===== config.mk =====
export PLATFORM = sky130hd
export DESIGN_NAME = multicycle_ctrl
export DESIGN_NICKNAME = d
export VERILOG_FILES = /design/src/rtl/multicycle_ctrl_pkg.sv /design/src/rtl/mc_state_dec.sv /design/src/rtl/multicycle_ctrl.sv
export SDC_FILE = /design/constraint.sdc
export NUM_CORES = 1
export LEC_CHECK = 0
export ABC_CLOCK_PERIOD_IN_PS = 1400
export BUFFER_PORTS_ARGS = -buffer_cell sky130_fd_sc_hd__buf_2
export CAP_MARGIN = 0
export CORE_MARGIN = 3
export CORE_UTILIZATION = 46
export DETAILED_ROUTE_END_ITERATION = 10
export HOLD_SLACK_MARGIN = 0.02
export PLACE_DENSITY = 0.77
export SLEW_MARGIN = 20
export SYNTH_ARGS = -nofsm -noshare
export SYNTH_HDL_FRONTEND = slang
export SYNTH_SLANG_ARGS = --single-unit

===== constraint.sdc =====
create_clock -name clk -period 1.4 [get_ports clk]
set_input_delay 0.21 -clock clk [delete_from_list [all_inputs] [get_ports clk]]
set_output_delay 0.21 -clock clk [all_outputs]
set_load 0.02 [all_outputs]

===== src/rtl/multicycle_ctrl_pkg.sv =====
// Shared encodings for the multicycle MIPS-subset control FSM: opcodes,
// state encoding, datapath select codes and the per-state control vector.
package multicycle_ctrl_pkg;

    localparam logic [5:0] OP_RTYPE = 6'b000000;
    localparam logic [5:0] OP_LW    = 6'b100011;
    localparam logic [5:0] OP_SW    = 6'b101011;
    localparam logic [5:0] OP_BEQ   = 6'b000100;
    localparam logic [5:0] OP_ADDI  = 6'b001000;
    localparam logic [5:0] OP_J     = 6'b000010;

    localparam logic [1:0] ALUOP_ADD   = 2'b00;
    localparam logic [1:0] ALUOP_SUB   = 2'b01;
    localparam logic [1:0] ALUOP_FUNCT = 2'b10;

    localparam logic [1:0] SRCB_REGB  = 2'b00;
    localparam logic [1:0] SRCB_FOUR  = 2'b01;
    localparam logic [1:0] SRCB_IMM   = 2'b10;
    localparam logic [1:0] SRCB_IMMSH = 2'b11;

    localparam logic [1:0] PCSRC_ALU    = 2'b00;
    localparam logic [1:0] PCSRC_ALUOUT = 2'b01;
    localparam logic [1:0] PCSRC_JUMP   = 2'b10;

    typedef enum logic [3:0] {
        S_FETCH   = 4'd0,
        S_DECODE  = 4'd1,
        S_MEMADR  = 4'd2,
        S_MEMRD   = 4'd3,
        S_MEMWB   = 4'd4,
        S_MEMWR   = 4'd5,
        S_EXECUTE = 4'd6,
        S_ALUWB   = 4'd7,
        S_BRANCH  = 4'd8,
        S_ADDIEX  = 4'd9,
        S_ADDIWB  = 4'd10,
        S_JUMP    = 4'd11
    } state_t;

    // fetch marks the state whose IR/PC writes are qualified by mem_ready
    typedef struct packed {
        logic       mem_req;
        logic       memwrite;
        logic       iord;
        logic       fetch;
        logic       pcwrite;
        logic       branch;
        logic       regwrite;
        logic       regdst;
        logic       memtoreg;
        logic       alusrca;
        logic [1:0] alusrcb;
        logic [1:0] aluop;
        logic [1:0] pcsrc;
    } ctrl_t;

    function automatic logic op_legal(input logic [5:0] opc);
        logic legal;
        case (opc)
            OP_RTYPE, OP_LW, OP_SW, OP_BEQ, OP_ADDI, OP_J: legal = 1'b1;
            default:                                        legal = 1'b0;
        endcase
        return legal;
    endfunction

endpackage


===== src/rtl/mc_state_dec.sv =====
// Combinational decoder from the FSM state to the datapath control vector.
// Unlisted signals stay 0; unreachable encodings decode to all zeros.
module mc_state_dec
    import multicycle_ctrl_pkg::*;
(
    input  state_t state,
    output ctrl_t  ctrl
);

    // Per-state Moore control decode
    always_comb begin
        ctrl = '0;
        case (state)
            S_FETCH: begin
                ctrl.mem_req = 1'b1;
                ctrl.fetch   = 1'b1;
                ctrl.alusrcb = SRCB_FOUR;
                ctrl.aluop   = ALUOP_ADD;
                ctrl.pcsrc   = PCSRC_ALU;
            end
            S_DECODE: begin
                ctrl.alusrcb = SRCB_IMMSH;
                ctrl.aluop   = ALUOP_ADD;
            end
            S_MEMADR: begin
                ctrl.alusrca = 1'b1;
                ctrl.alusrcb = SRCB_IMM;
                ctrl.aluop   = ALUOP_ADD;
            end
            S_MEMRD: begin
                ctrl.mem_req = 1'b1;
                ctrl.iord    = 1'b1;
            end
            S_MEMWB: begin
                ctrl.regwrite = 1'b1;
                ctrl.memtoreg = 1'b1;
            end
            S_MEMWR: begin
                ctrl.mem_req  = 1'b1;
                ctrl.memwrite = 1'b1;
                ctrl.iord     = 1'b1;
            end
            S_EXECUTE: begin
                ctrl.alusrca = 1'b1;
                ctrl.alusrcb = SRCB_REGB;
                ctrl.aluop   = ALUOP_FUNCT;
            end
            S_ALUWB: begin
                ctrl.regwrite = 1'b1;
                ctrl.regdst   = 1'b1;
            end
            S_BRANCH: begin
                ctrl.alusrca = 1'b1;
                ctrl.alusrcb = SRCB_REGB;
                ctrl.aluop   = ALUOP_SUB;
                ctrl.pcsrc   = PCSRC_ALUOUT;
                ctrl.branch  = 1'b1;
            end
            S_ADDIEX: begin
                ctrl.alusrca = 1'b1;
                ctrl.alusrcb = SRCB_IMM;
                ctrl.aluop   = ALUOP_ADD;
            end
            S_ADDIWB: begin
                ctrl.regwrite = 1'b1;
            end
            S_JUMP: begin
                ctrl.pcsrc   = PCSRC_JUMP;
                ctrl.pcwrite = 1'b1;
            end
            default: begin
                ctrl = '0;
            end
        endcase
    end

endmodule


===== src/rtl/multicycle_ctrl.sv =====
// Multicycle control FSM: state register, next-state sequencing with memory
// stalls, and input-qualified IR/PC/illegal strobes on top of the state decode.
module multicycle_ctrl
    import multicycle_ctrl_pkg::*;
#(
    parameter int OPW    = 6,
    parameter int ALUOPW = 2
) (
    input  logic              clk,
    input  logic              reset,
    input  logic [OPW-1:0]    op,
    input  logic              zero,
    input  logic              mem_ready,
    output logic              mem_req,
    output logic              memwrite,
    output logic              iord,
    output logic              irwrite,
    output logic              pcen,
    output logic              regwrite,
    output logic              regdst,
    output logic              memtoreg,
    output logic              alusrca,
    output logic [1:0]        alusrcb,
    output logic [ALUOPW-1:0] aluop,
    output logic [1:0]        pcsrc,
    output logic              illegal
);

    state_t     state_r;
    state_t     next_state_s;
    ctrl_t      ctrl_s;
    logic [5:0] opcode_s;

    assign opcode_s = 6'(op);

    mc_state_dec u_dec (
        .state (state_r),
        .ctrl  (ctrl_s)
    );

    // State register
    always_ff @(posedge clk) begin
        if (reset) begin
            state_r <= S_FETCH;
        end else begin
            state_r <= next_state_s;
        end
    end

    // Next-state sequencing; memory states hold until mem_ready
    always_comb begin
        next_state_s = S_FETCH;
        case (state_r)
            S_FETCH: begin
                if (mem_ready) next_state_s = S_DECODE;
                else           next_state_s = S_FETCH;
            end
            S_DECODE: begin
                case (opcode_s)
                    OP_LW, OP_SW: next_state_s = S_MEMADR;
                    OP_RTYPE:     next_state_s = S_EXECUTE;
                    OP_BEQ:       next_state_s = S_BRANCH;
                    OP_ADDI:      next_state_s = S_ADDIEX;
                    OP_J:         next_state_s = S_JUMP;
                    default:      next_state_s = S_FETCH;
                endcase
            end
            S_MEMADR: begin
                if (opcode_s == OP_SW) next_state_s = S_MEMWR;
                else                   next_state_s = S_MEMRD;
            end
            S_MEMRD: begin
                if (mem_ready) next_state_s = S_MEMWB;
                else           next_state_s = S_MEMRD;
            end
            S_MEMWR: begin
                if (mem_ready) next_state_s = S_FETCH;
                else           next_state_s = S_MEMWR;
            end
            S_EXECUTE: next_state_s = S_ALUWB;
            S_ADDIEX:  next_state_s = S_ADDIWB;
            S_MEMWB, S_ALUWB, S_BRANCH, S_ADDIWB, S_JUMP: next_state_s = S_FETCH;
            default:   next_state_s = S_FETCH;
        endcase
    end

    // Output drive: reset blanks everything, else decode plus gated strobes
    always_comb begin
        if (reset) begin
            mem_req  = 1'b0;
            memwrite = 1'b0;
            iord     = 1'b0;
            irwrite  = 1'b0;
            pcen     = 1'b0;
            regwrite = 1'b0;
            regdst   = 1'b0;
            memtoreg = 1'b0;
            alusrca  = 1'b0;
            alusrcb  = 2'b00;
            aluop    = '0;
            pcsrc    = 2'b00;
            illegal  = 1'b0;
        end else begin
            mem_req  = ctrl_s.mem_req;
            memwrite = ctrl_s.memwrite;
            iord     = ctrl_s.iord;
            irwrite  = ctrl_s.fetch & mem_ready;
            pcen     = ctrl_s.pcwrite | (ctrl_s.fetch & mem_ready) | (ctrl_s.branch & zero);
            regwrite = ctrl_s.regwrite;
            regdst   = ctrl_s.regdst;
            memtoreg = ctrl_s.memtoreg;
            alusrca  = ctrl_s.alusrca;
            alusrcb  = ctrl_s.alusrcb;
            aluop    = ALUOPW'(ctrl_s.aluop);
            pcsrc    = ctrl_s.pcsrc;
            illegal  = (state_r == S_DECODE) & ~op_legal(opcode_s);
        end
    end

endmodule


==> results.py, run 1 <==
metrics = {
    "status": {
        "status": "stopped before the end",
        "haltStage": "global routing (5_1_grt)",
        "error_line": "[ERROR DPL-0033] detailed placement checks failed during check placement.",
    },
    "synth": {
        "yosys_warnings": 0,
        "synthMuxAreaShare": 0,
        "syn_nets": 95,
        "avgSynthCellArea_sq_um": 7.331,
        "synth_ff_type": "dfxtp_1",
        "synth_compound_area_frac": 0.2430,
        "yosysUniqueCellTypes": 37,
        "ys_async_sr_fraction": 0,
        "synth_xor_area_frac": 0.04217,
        "netlist_area_sq_um": 623.1,
        "synth-edff-count": 0,
        "yosys.area_share.simple": 0.4799,
        "synth_top_family_by_area": "simple AND/OR/NAND/NOR gates",
        "syn_inst": 85,
        "ys_ff_latch": 4,
        "ys_seq_area_frac": 0.1285,
        "yosys.area_share.adder": 0,
    },
    "die": {
        "initial_core_util": 0.5253,
        "fp.dieH_microns": 42.81,
        "rows": 12,
        "die_x_microns": 42.81,
        "io-pin-count": 26,
    },
    "clocking": {
        "cts-root-buf": "clkbuf_4",
        "cts_hold_buf": 0,
        "ctsHtreeMaxLevel": 1,
        "clockBufferDepth": 2,
        "cts.sinks": 4,
        "numCtsBuffers": 3,
    },
    "place": {
        "place.gp.congestion": 0.8550,
        "hpwlAfterDp_microns": 1387,
        "dpl_worst_slack_ps": -23.81,
        "postPlaceCellArea_sq_um": 875.8,
        "port_buffers": 25,
    },
    "global_route": {
        "grt_max_degree": 10,
        "antenna_found_initial": 0,
    },
}
per-stage QoR:
stage / TNS [ps] / cells / utilization / hold slack [ps]
4_1_cts: -1186 / 139 / 0.8692 / 337.9
3_5_place_dp: -23.81 / 132 / 0.7384 / 586.0
3_3_place_gp: 0 / 132 / 0.7384 / 576.2
2_1_floorplan: -225.2 / 85 / - / 409.0
what timing repair did:
item	CTS
gates resized for setup	27
buffers inserted	3
endpoints found under the setup margin	15
cloned	1
endpoints found under the hold margin	0
pin swaps	4
kinds of logic after synthesis:
kind of cell | Yosys count
compound gates | 22
xor+xnor | 3
buf+inv | 9
flops | 4
simple gates | 47
Yosys cell counts, types with 2 or more instances:
library cell,n,area [sq um]
buf_6,2,22.52
a31oi_1,2,12.51
nand2b_4,2,27.53
nand2_1,3,11.26
xor2_1,2,17.52
or2_1,2,12.51
o21ai_0,2,10.01
nand2b_1,2,12.51
buf_4,4,30.03
dfxtp_1,4,80.08
nor2_1,11,41.29
nor4_1,2,12.51
a211oi_1,2,15.01
nand3_1,5,25.02
nand3b_1,2,15.01
buf_2,2,10.01
nor3_1,8,40.04
a21oi_1,7,35.03
nor2b_1,3,18.77
==> inputs of run 2 (changes only) <==
Settings changed: CORE_AREA set to 3 3 64 66, CORE_MARGIN 3 to unset, CORE_UTILIZATION 46 to unset, DIE_AREA set to 0 0 67 69, HOLD_SLACK_MARGIN 0.02 to unset, PLACE_DENSITY 0.77 to unset, PLACE_DENSITY_LB_ADDON set to 0.15.
==> run 2 against run 1 <==
  * The flow now finishes, with violations (negative setup slack)
  * Synthesized area did not move
  * Synthesized cell count is the same
==> results.py, run 2 <==
metrics = {
    "timing": {
        "timing.final.ws_setup_ps": -155.9,
        "setup_violations": 13,
        "worst_pin_slew_ps": 308.8,
        "timing.fmax_ghz": 0.6427,
        "fin_worst_skew_ps": 4.881,
        "tns_ps": -1061,
        "whs_ps": 355.8,
        "relSlewSlack": 0.7919,
        "fin_crit_sh": 1.111,
        "rsz0062_at_grt": "true",
        "layout_min_cycle_time_ps": 1556,
        "report.final.hold_viol_count": 0,
        "slew_viol_final": 0,
    },
    "pwr": {
        "clkPwrFrac": 0.430,
        "combinationalPowerShare": 0.362,
        "vdd_ir_drop_max_mv": 0.2796,
        "p_sw_mw": 0.1683,
        "p_leak_nw": 0.5056,
        "swShare": 0.2929,
        "power_density_nw_per_um2": 469.3,
        "power_frac_seq": 0.208,
        "internal-power_mw": 0.4065,
    },
    "clocking": {
        "ctsHtreeMaxLevel": 1,
        "clkTransAtPathRegs_ps": 30,
        "cts.sinks": 4,
        "clk_latency_ps": 220,
        "cts_hold_buf": 0,
        "cts_tree": "yes",
        "cts-root-buf": "clkbuf_8",
        "numCtsBuffers": 3,
        "clockBufferDepth": 2,
    },
    "synth": {
        "synth_ff_type": "dfxtp_1",
        "ys_ff_latch": 4,
        "syn_nets": 95,
        "ys_async_sr_fraction": 0,
        "syn_inst": 85,
        "synth-edff-count": 0,
        "synth_largest_area_cell": "dfxtp_1",
        "yosys_warnings": 0,
        "synthTopCellsByCount": "nor2_1 (11), nor3_1 (8), a21oi_1 (7)",
        "synth_most_common_cell": "nor2_1",
        "avgSynthCellArea_sq_um": 7.331,
        "yosys-top-cells-area": "dfxtp_1 (13%), nor2_1 (6.6%), nor3_1 (6.4%)",
        "synth_top_area_frac": 0.1285,
        "netlist_area_sq_um": 623.1,
        "yosysUniqueCellTypes": 37,
        "ys_seq_area_frac": 0.1285,
    },
    "detailed_routing": {
        "finalWirelength_microns": 2252,
        "drc": 0,
        "dr.first_iter.drc_count": 30,
        "vias": 832,
        "firstDrtPassIters": 4,
        "via_per_inst": 4.546,
        "wl_per_cell_microns": 12.31,
        "final_antenna_net_count": 0,
    },
    "layout": {
        "layout-drive-gt1-share": 0.6296,
        "fillers": 408,
        "largest_reg_flops": 4,
        "top_register": "state_r",
        "final_core_util": 0.3371,
        "fin_area_sq_um": 1225,
        "fin_nets": 147,
        "final_cell_mix": "buf_4 (35), nor2_1 (10), buf_2 (10)",
        "finalNonFillerCells": 183,
        "diodes": 0,
        "final_common_cell": "buf_4",
        "areaGrowthSynthToFinish_pct": 96.59,
        "reg_top3": "state_r x4",
    },
    "place": {
        "placed_cells": 169,
        "place.gp.congestion": 0.7094,
        "port_buffers": 25,
        "hpwlAfterDp_microns": 1641,
        "postPlaceCellArea_sq_um": 928.4,
    },
    "setup_path": {
        "crit_path_end_kind": "primary output",
        "cp_slowest_cell": "dfxtp_4",
        "arrival_ps": 1350,
        "path_class": "flip-flop to primary output",
        "slowest_delay_ps": 390,
        "start_kind": "flip-flop",
        "required_ps": 1190,
        "worstPathCellList": "clkbuf_16, and3b_2, a211o_1, buf_6",
        "path_buf_inv": 2,
        "path_max_fanout": 6,
        "crit_family": "flip-flops",
    },
    "status": {
        "failed_checks": "negative setup slack",
        "status": "finished, violations left",
    },
    "global_route": {
        "grt-ovfl-total": 0,
        "grt_pass1_vias": 772,
        "grt_use_total": 0.1012,
        "antenna_found_initial": 0,
        "grt_first_pass_wirelength_microns": 3601,
        "grt_max_degree": 11,
    },
    "die": {
        "die_x_microns": 67,
        "io-pin-count": 26,
        "fp.dieH_microns": 69,
        "dieArea_sq_um": 4623,
        "initial_core_util": 0.1715,
        "core_area_sq_um": 3633,
        "rows": 22,
    },
    "worst_hold_path": {
        "min-delay-path-class": "input pin to flip-flop",
    },
    "run": {
        "maxCapViolations": 0,
    },
}
==> run 2: logic make-up after synthesis <==
group           share of synthesized area
buf+inv                            0.1064
simple gates                       0.4799
flops                              0.1285
compound gates                     0.2430
xor+xnor                          0.04218
==> run 2: routing by layer <==
layer  routed length, microns  share of wire  vias up  GRT usage
met5                        0              0        -          0
met4                       61          0.027        0    0.06081
met3                      104          0.046        5   0.009772
met2                     1129           0.50       27     0.1648
met1                      957           0.42      381     0.1245
li1                         -              -      419          -
==> run 2: area by class of cell <==
class | count | area [sq um] | area share
Clock buffer | 3 | 41.29 | 0.03371
Inverter | 1 | 7.507 | 0.006129
Multi-Input combinational cell | 72 | 574.3 | 0.4688
Sequential cell | 4 | 95.09 | 0.07763
Tap cell | 48 | 60.06 | 0.04903
Timing Repair Buffer | 55 | 446.7 | 0.3647
==> run 2: worst paths after layout <==
kind / startpoint / to / slack, ps / cells past startpoint
setup / recovery: state_r[0]$_SDFF_PP0_ / pcen / -160 / 4
hold / removal: op[4] / state_r[3]$_SDFF_PP0_ / 360 / 3
setup reg to reg: state_r[0]$_SDFF_PP0_ / state_r[1]$_SDFF_PP0_ / 60 / 6
hold reg to reg: state_r[1]$_SDFF_PP0_ / state_r[1]$_SDFF_PP0_ / 550 / 2
==> run 2: power groups by stage <==
stage / clock network, mW / registers, mW / logic [mW]
3_5_place_dp: 0 / 0.125 / 0.155
4_1_cts: 0.258 / 0.118 / 0.186
5_1_grt: 0.264 / 0.120 / 0.227
2_1_floorplan: 0 / 0.120 / 0.0923
3_3_place_gp: 0 / 0.124 / 0.155
6_report: 0.247 / 0.120 / 0.208
==> run 2: metrics by stage <==
step | setup WS, ps | power [mW]
floorplan | -225.2 | 0.2119
global placement | -108.4 | 0.2795
detailed placement | -89.94 | 0.2799
CTS | -156.9 | 0.5626
global route | -195.9 | 0.6109
finish | -155.9 | 0.5748
==> run 2: worst min-delay path, stage by stage <==
cell,delay [ps]
buf_2,110
o41ai_2,90
nor2b_1,130
==> run 2: what timing repair did <==
item | CTS | global route
setup buffers | 7 | 4
gates resized for setup | 33 | 15
gates cloned | 0 | 1
pin swaps | 5 | 12
setup endpoints to repair | 19 | 18
(Power assumes the default switching activity.)
